[src/rtl/comptest_regs_pkg.sv]
// ----------------------------------------------------------------------------
// comptest_regs_pkg : register map constants and counter helper for spi_regfile
// Rev 1.0
// ----------------------------------------------------------------------------
`default_nettype none

package comptest_regs_pkg;

  localparam int          CNT_W      = 16;
  localparam int          REG_COUNT  = 16;
  localparam int          CFG_COUNT  = 8;
  localparam logic [15:0] ID_DEFAULT = 16'hC0DE;

  localparam logic [6:0] ADDR_ID      = 7'h00;
  localparam logic [6:0] ADDR_CTRL    = 7'h01;
  localparam logic [6:0] ADDR_PULSE   = 7'h02;
  localparam logic [6:0] ADDR_CFG0    = 7'h03;
  localparam logic [6:0] ADDR_SCRATCH = 7'h0B;
  localparam logic [6:0] ADDR_STATUS  = 7'h0C;
  localparam logic [6:0] ADDR_WRCNT   = 7'h0D;
  localparam logic [6:0] ADDR_ERRCNT  = 7'h0E;

  function automatic logic [CNT_W-1:0] sat_inc(input logic [CNT_W-1:0] v);
    return (v == {CNT_W{1'b1}}) ? v : v + 1'b1;
  endfunction

endpackage

`default_nettype wire

[src/rtl/rise_detect.sv]
// ----------------------------------------------------------------------------
// rise_detect : 0->1 detector; a level already high when reset releases is ignored
// Rev 1.0
// ----------------------------------------------------------------------------
`default_nettype none

module rise_detect (
  input  logic clk,
  input  logic reset_n,
  input  logic in,
  output logic rise
);

  logic prev_q;
  logic armed_q;

  // armed_q stays low for the first cycle after reset so a held strobe is absorbed
  always_ff @(posedge clk or negedge reset_n) begin
    if (!reset_n) begin
      prev_q  <= 1'b0;
      armed_q <= 1'b0;
    end else begin
      prev_q  <= in;
      armed_q <= 1'b1;
    end
  end

  assign rise = armed_q & in & ~prev_q;

endmodule

`default_nettype wire

[src/rtl/spi_regfile.sv]
// ----------------------------------------------------------------------------
// spi_regfile : SPI-facing register file (ID, ctrl, pulse, cfg, scratch, counters)
// Optional error counter at 0x0E when REGFILE_ERRCNT_EN is defined.  Rev 1.0
// ----------------------------------------------------------------------------
`default_nettype none

module spi_regfile
  import comptest_regs_pkg::*;
#(
  parameter logic [15:0] ID_VALUE = ID_DEFAULT
) (
  input  logic         sys_clk,
  input  logic         reset_n,
  input  logic         adr_latched,
  input  logic         data_latched,
  input  logic [7:0]   adr,
  input  logic [15:0]  data_wr,
  output logic [15:0]  data_rd,
  input  logic [15:0]  status,
  output logic [15:0]  ctrl,
  output logic [15:0]  pulse,
  output logic [127:0] cfg
);

  logic adr_rise;
  logic data_rise;

  rise_detect u_adr_rise (
    .clk     (sys_clk),
    .reset_n (reset_n),
    .in      (adr_latched),
    .rise    (adr_rise)
  );

  rise_detect u_data_rise (
    .clk     (sys_clk),
    .reset_n (reset_n),
    .in      (data_latched),
    .rise    (data_rise)
  );

  logic [7:0]       adr_q, adr_d;
  logic             rd_pend_q, rd_pend_d;
  logic [15:0]      data_rd_q, data_rd_d;
  logic [15:0]      ctrl_q, ctrl_d;
  logic [15:0]      pulse_q, pulse_d;
  logic [15:0]      cfg_q [CFG_COUNT];
  logic [15:0]      cfg_d [CFG_COUNT];
  logic [15:0]      scratch_q, scratch_d;
  logic [CNT_W-1:0] wrcnt_q, wrcnt_d;
`ifdef REGFILE_ERRCNT_EN
  logic [CNT_W-1:0] errcnt_q, errcnt_d;
  logic             err_inc, err_clr;
`endif

  logic [15:0] rd_word;
  logic [6:0]  rd_idx;
  logic [7:0]  wadr;
  logic [6:0]  widx;
  logic        wr_inc;
  logic        wr_clr;
  logic        cfg_hit;

  assign rd_idx = adr_q[6:0];

  always_comb begin
    rd_word = '0;
    if (rd_idx < 7'(REG_COUNT)) begin
      case (rd_idx)
        ADDR_ID:      rd_word = ID_VALUE;
        ADDR_CTRL:    rd_word = ctrl_q;
        ADDR_SCRATCH: rd_word = scratch_q;
        ADDR_STATUS:  rd_word = status;
        ADDR_WRCNT:   rd_word = wrcnt_q;
`ifdef REGFILE_ERRCNT_EN
        ADDR_ERRCNT:  rd_word = errcnt_q;
`endif
        default:      rd_word = '0;
      endcase
      for (int k = 0; k < CFG_COUNT; k++) begin
        if (rd_idx == ADDR_CFG0 + 7'(k)) rd_word = cfg_q[k];
      end
    end
  end

  // A data edge coinciding with an address edge decodes against the incoming address
  assign wadr = adr_rise ? adr : adr_q;
  assign widx = wadr[6:0];

  always_comb begin
    adr_d     = adr_rise ? adr : adr_q;
    rd_pend_d = adr_rise;
    data_rd_d = rd_pend_q ? rd_word : data_rd_q;
    ctrl_d    = ctrl_q;
    pulse_d   = '0;
    cfg_d     = cfg_q;
    scratch_d = scratch_q;
    wr_inc    = 1'b0;
    wr_clr    = 1'b0;
    cfg_hit   = 1'b0;
`ifdef REGFILE_ERRCNT_EN
    err_clr   = 1'b0;
`endif
    if (data_rise && wadr[7]) begin
      for (int k = 0; k < CFG_COUNT; k++) begin
        if (widx == ADDR_CFG0 + 7'(k)) begin
          cfg_d[k] = data_wr;
          cfg_hit  = 1'b1;
        end
      end
      case (widx)
        ADDR_CTRL: begin
          ctrl_d = data_wr;
          wr_inc = 1'b1;
        end
        ADDR_PULSE: begin
          pulse_d = data_wr;
          wr_inc  = 1'b1;
        end
        ADDR_SCRATCH: begin
          scratch_d = data_wr;
          wr_inc    = 1'b1;
        end
        ADDR_WRCNT: wr_clr = (data_wr == 16'h0000);
`ifdef REGFILE_ERRCNT_EN
        ADDR_ERRCNT: err_clr = (data_wr == 16'h0000);
`endif
        default: wr_inc = cfg_hit;
      endcase
    end
  end

`ifdef REGFILE_ERRCNT_EN
  // Any enabled write that neither stores nor clears is a write to RO/reserved space
  assign err_inc  = data_rise & wadr[7] & ~wr_inc & ~wr_clr & ~err_clr;
  assign errcnt_d = err_clr ? '0 : (err_inc ? sat_inc(errcnt_q) : errcnt_q);
`endif

  assign wrcnt_d = wr_clr ? '0 : (wr_inc ? sat_inc(wrcnt_q) : wrcnt_q);

  always_ff @(posedge sys_clk or negedge reset_n) begin
    if (!reset_n) begin
      adr_q     <= '0;
      rd_pend_q <= 1'b0;
      data_rd_q <= '0;
      ctrl_q    <= '0;
      pulse_q   <= '0;
      scratch_q <= '0;
      wrcnt_q   <= '0;
      for (int k = 0; k < CFG_COUNT; k++) cfg_q[k] <= '0;
    end else begin
      adr_q     <= adr_d;
      rd_pend_q <= rd_pend_d;
      data_rd_q <= data_rd_d;
      ctrl_q    <= ctrl_d;
      pulse_q   <= pulse_d;
      scratch_q <= scratch_d;
      wrcnt_q   <= wrcnt_d;
      for (int k = 0; k < CFG_COUNT; k++) cfg_q[k] <= cfg_d[k];
    end
  end

`ifdef REGFILE_ERRCNT_EN
  always_ff @(posedge sys_clk or negedge reset_n) begin
    if (!reset_n) errcnt_q <= '0;
    else          errcnt_q <= errcnt_d;
  end
`endif

  assign data_rd = data_rd_q;
  assign ctrl    = ctrl_q;
  assign pulse   = pulse_q;

  for (genvar k = 0; k < CFG_COUNT; k++) begin : g_cfg
    assign cfg[16*k +: 16] = cfg_q[k];
  end

endmodule

`default_nettype wire
[config.mk]
export PLATFORM = sky130hd
export DESIGN_NAME = spi_regfile
export DESIGN_NICKNAME = d
export VERILOG_FILES = /design/src/rtl/comptest_regs_pkg.sv /design/src/rtl/rise_detect.sv /design/src/rtl/spi_regfile.sv
export SDC_FILE = /design/constraint.sdc
export NUM_CORES = 1
export LEC_CHECK = 0
export BUFFER_PORTS_ARGS = -buffer_cell sky130_fd_sc_hd__buf_2
export CORE_ASPECT_RATIO = 1.4
export CORE_MARGIN = 4
export CORE_UTILIZATION = 50
export DETAILED_ROUTE_END_ITERATION = 8
export PLACE_DENSITY = 0.77
export SLEW_MARGIN = 15
export SYNTH_ARGS = -nofsm -noshare
export SYNTH_HDL_FRONTEND = slang
export SYNTH_SLANG_ARGS = --single-unit
export TNS_END_PERCENT = 10
[constraint.sdc]
create_clock -name sys_clk -period 2.2 [get_ports sys_clk]
set_input_delay 0.55 -clock sys_clk [delete_from_list [all_inputs] [get_ports sys_clk]]
set_output_delay 0.55 -clock sys_clk [all_outputs]
set_load 0.005 [all_outputs]
==> out/metrics.yaml <==
clock_network:
  cts.clk_slew.worst_paths_ps: 70
  cts_inserted_buffers: 22
  cts_tree: "yes"
  cts-root-buf: "clkbuf_16"
  cts_buffer_depth: 3
  clock_sinks: 220
  clock_latency_ps: 520
  htreeDepth: 1
critical_path:
  crit_path_start_kind: "flop"
  rr_endpoint: "data_rd[14]"
  critPathMaxFanout: 7
  reg2reg_slack_ps: -40
  cp.arrival_ps: 2640
  required_ps: 2600
  crit-reg2reg-launch: "adr_q[3]"
  reg2reg_depth: 9
  worst_setup_path_end_kind: "flop"
  worstSetupPathType: "flop to flop"
synth:
  synth_edf_count: 0
  seq_area_frac_synth_pct: 50.80
  ys_types: 77
  synth.largest_area_cell: "dfrtp_1"
  synth_top_area_share_pct: 50.80
  async_flop_share_pct: 100.0
  ys_ff_latch: 220
  avgSynthCellArea_um2: 11.64
  synth_compound_area_share_pct: 12.13
  ys_dominant_reg_cell: "dfrtp_1"
  synth_cells: 931
  synthTopCellsByCount: "dfrtp_1, mux2_2, o21ai_0, nand2_1, nor2_1"
  yosysWarningCount: 0
  synth_xor_area_share_pct: 0.8081
  synth_area_leaders: "dfrtp_1, mux2_2, mux2_1"
  synth_fa_ha_area_share_pct: 0.1154
  yosys.area_share.simple_pct: 11.87
  synth_nets: 976
  synthesis.area_mm2: 0.01084
  synth.most_common_cell: "dfrtp_1"
  synthMuxAreaShare_pct: 20.42
  synth_top_family_by_area: "multiplexers"
run_status:
  failed_checks: "setup timing"
  status: "complete, but fails checks"
placed_design:
  io_buffers: 219
  dp_hpwl_mm: 26.60
  gp_congestion: 0.9680
  dp_cells: 1476
  place_area_mm2: 0.01303
  place_ws_ps: -162.8
global_route:
  grt_pass1_vias: 9600
  grt_pass1_wl_mm: 54.28
  gr-total-overflow: 0
  antenna_found_initial: 0
  grt_max_degree: 55
  grt_usage_pct: 28.72
power:
  power.density_mw_per_mm2: 735.7
  switchingPower_uw: 2973
  pwr-share-seq_pct: 43.4
  clockPowerShare_pct: 37.2
  peakVddDrop_mv: 0.6342
  p_int_uw: 7455
  netSwitchingFraction_pct: 28.51
  p_leak_uw: 0.007328
  finalPower_uw: 10430
  comb_power_share_pct: 19.4
detailed_routing:
  postRouteWirelength_mm: 36.08
  drc_errors: 0
  routed_via_density: 6.180
  drtIter0Drc: 835
  first_pass_iters: 6
  via_count: 9443
  wl_per_cell_um: 23.61
  ant_nets: 0
floorplan:
  ioPinCount: 220
  die_w_um: 132.4
  core_area_mm2: 0.02128
  die_area_mm2: 0.02413
  start_util_pct: 50.92
  rows: 63
  die_y_um: 182.2
final_layout:
  multiInputGateArea_mm2: 0.005149
  drive_gt1_share_pct: 47.40
  nets: 1298
  final-seq-area_mm2: 0.005513
  nFillCells: 1576
  synthToLayoutAreaGrowth_pct: 30.78
  antennaDiodeCount: 0
  stdcell_area_mm2: 0.01417
  final_cells: 1528
sta:
  hold_violations: 0
  setup_ws_ps: -40.75
  rsz0062_at_grt: "true"
  max_freq_mhz: 446.3
  period_needed_ps: 2241
  finalSetupViolCount: 2
  skew_ps: 17.92
  worst_pin_slew_ps: 522.0
  slew_headroom_pct: 64.30
  final-max-slew-violation-count: 0
  post-route-period-util_pct: 101.9
min_path:
  min_delay_worst_endpoint: "u_adr_rise.prev_q"
  hp-start: "adr_latched"
  holdPathStages: 1
  hold_path_class: "input port to flop"
job:
  drv_cap: 0
## worst max-delay path: stages (launching register included)
cell and delay, ps:
dfrtp_1 400, buf_4 160, buf_4 140, nand2b_1 100
nor3_2 50, buf_4 170, a2111oi_1 490, o21ai_0 150
buf_4 160, a221o_1 310
## worst max-delay path by stage
stage                      from          end
floorplan              adr_q[6]     ctrl[10]
global placement    data_wr[12]  wrcnt_q[11]
detailed placement  data_wr[12]  wrcnt_q[11]
CTS                    adr_q[2]      ctrl[5]
global route           adr_q[3]  data_rd[14]
finish                 adr_q[3]  data_rd[14]
## flip-flops by register name (all words and copies together) (netlist names)
register,count
wrcnt_q,16
u_data_rise.prev_q,1
pulse,16
ctrl,16
data_rd,16
u_data_rise.armed_q,1
rd_pend_q,1
cfg,128
adr_q,8
u_adr_rise.prev_q,1
scratch_q,16
## routing by layer
layer | vias to the layer above | share of wire [%] | global-route usage, %
met5 | - | 0 | 0
met4 | 0 | 5.6 | 14.27
met3 | 131 | 7.0 | 4.192
met2 | 520 | 51 | 51.22
met1 | 4718 | 36 | 33.75
li1 | 4074 | - | -
## what timing repair did
item	in CTS	in global routing
hold buffers	1	0
setup buffers	6	6
gates resized for setup	19	60
endpoints found under the hold margin	45	0
gates cloned	1	1
setup endpoints to repair	74	160
pin swaps	7	18
## cell usage in the layout (no fill, tap or decap), types with 8 or more instances in the layout
cell type / instances
buf_2: 218
dfrtp_1: 214
buf_4: 126
mux2_2: 110
o21ai_0: 52
nand2_1: 50
nor2_1: 37
a21oi_1: 33
mux2i_1: 32
mux2_1: 30
nand3_1: 24
clkbuf_16: 23
mux2_4: 21
and2_1: 18
and3_1: 14
a22o_1: 13
inv_1: 10
nand4_1: 10
a21o_1: 10
buf_12: 10
xor2_1: 9
a22oi_1: 9
clkbuf_8: 9
buf_6: 9
nor2_2: 8
## power groups by stage
stage	logic (uW)	registers [uW]	clock network (uW)
2_1_floorplan	906	4510	0
3_3_place_gp	1820	4570	0
3_5_place_dp	1860	4580	0
6_report	2030	4520	3880
4_1_cts	1910	4510	3890
5_1_grt	2160	4550	4060
## metrics by stage
stage          TNS, ps  hold slack (ps)  utilization, %
6_report        -49.45            204.4           66.60
5_1_grt          -3165            200.3           66.60
4_1_cts          -1630            199.1           65.26
3_5_place_dp    -15510            479.6           61.24
3_3_place_gp     -8943            482.7           61.24
2_1_floorplan   -394.1            254.4               -
## area by class of cell
cell class	count	area share, %
clock buffer	34	4.838
clock inverter	5	0.4679
inverter	11	0.3266
multi-input combinational	632	36.33
sequential	220	38.89
tap	260	2.295
timing repair buffer	366	16.85
## kinds of logic (layout without fill, tap and decap cells)
family / after synthesis / in the layout
simple gates: 234 / 234
other cells: 1 / 1
fa+ha+maj: 1 / 1
mux: 196 / 196
xor+xnor: 10 / 10
flops: 220 / 220
compound gates: 190 / 190
buf+inv: 79 / 416
Note: power is estimated with default switching activity, not from simulation.
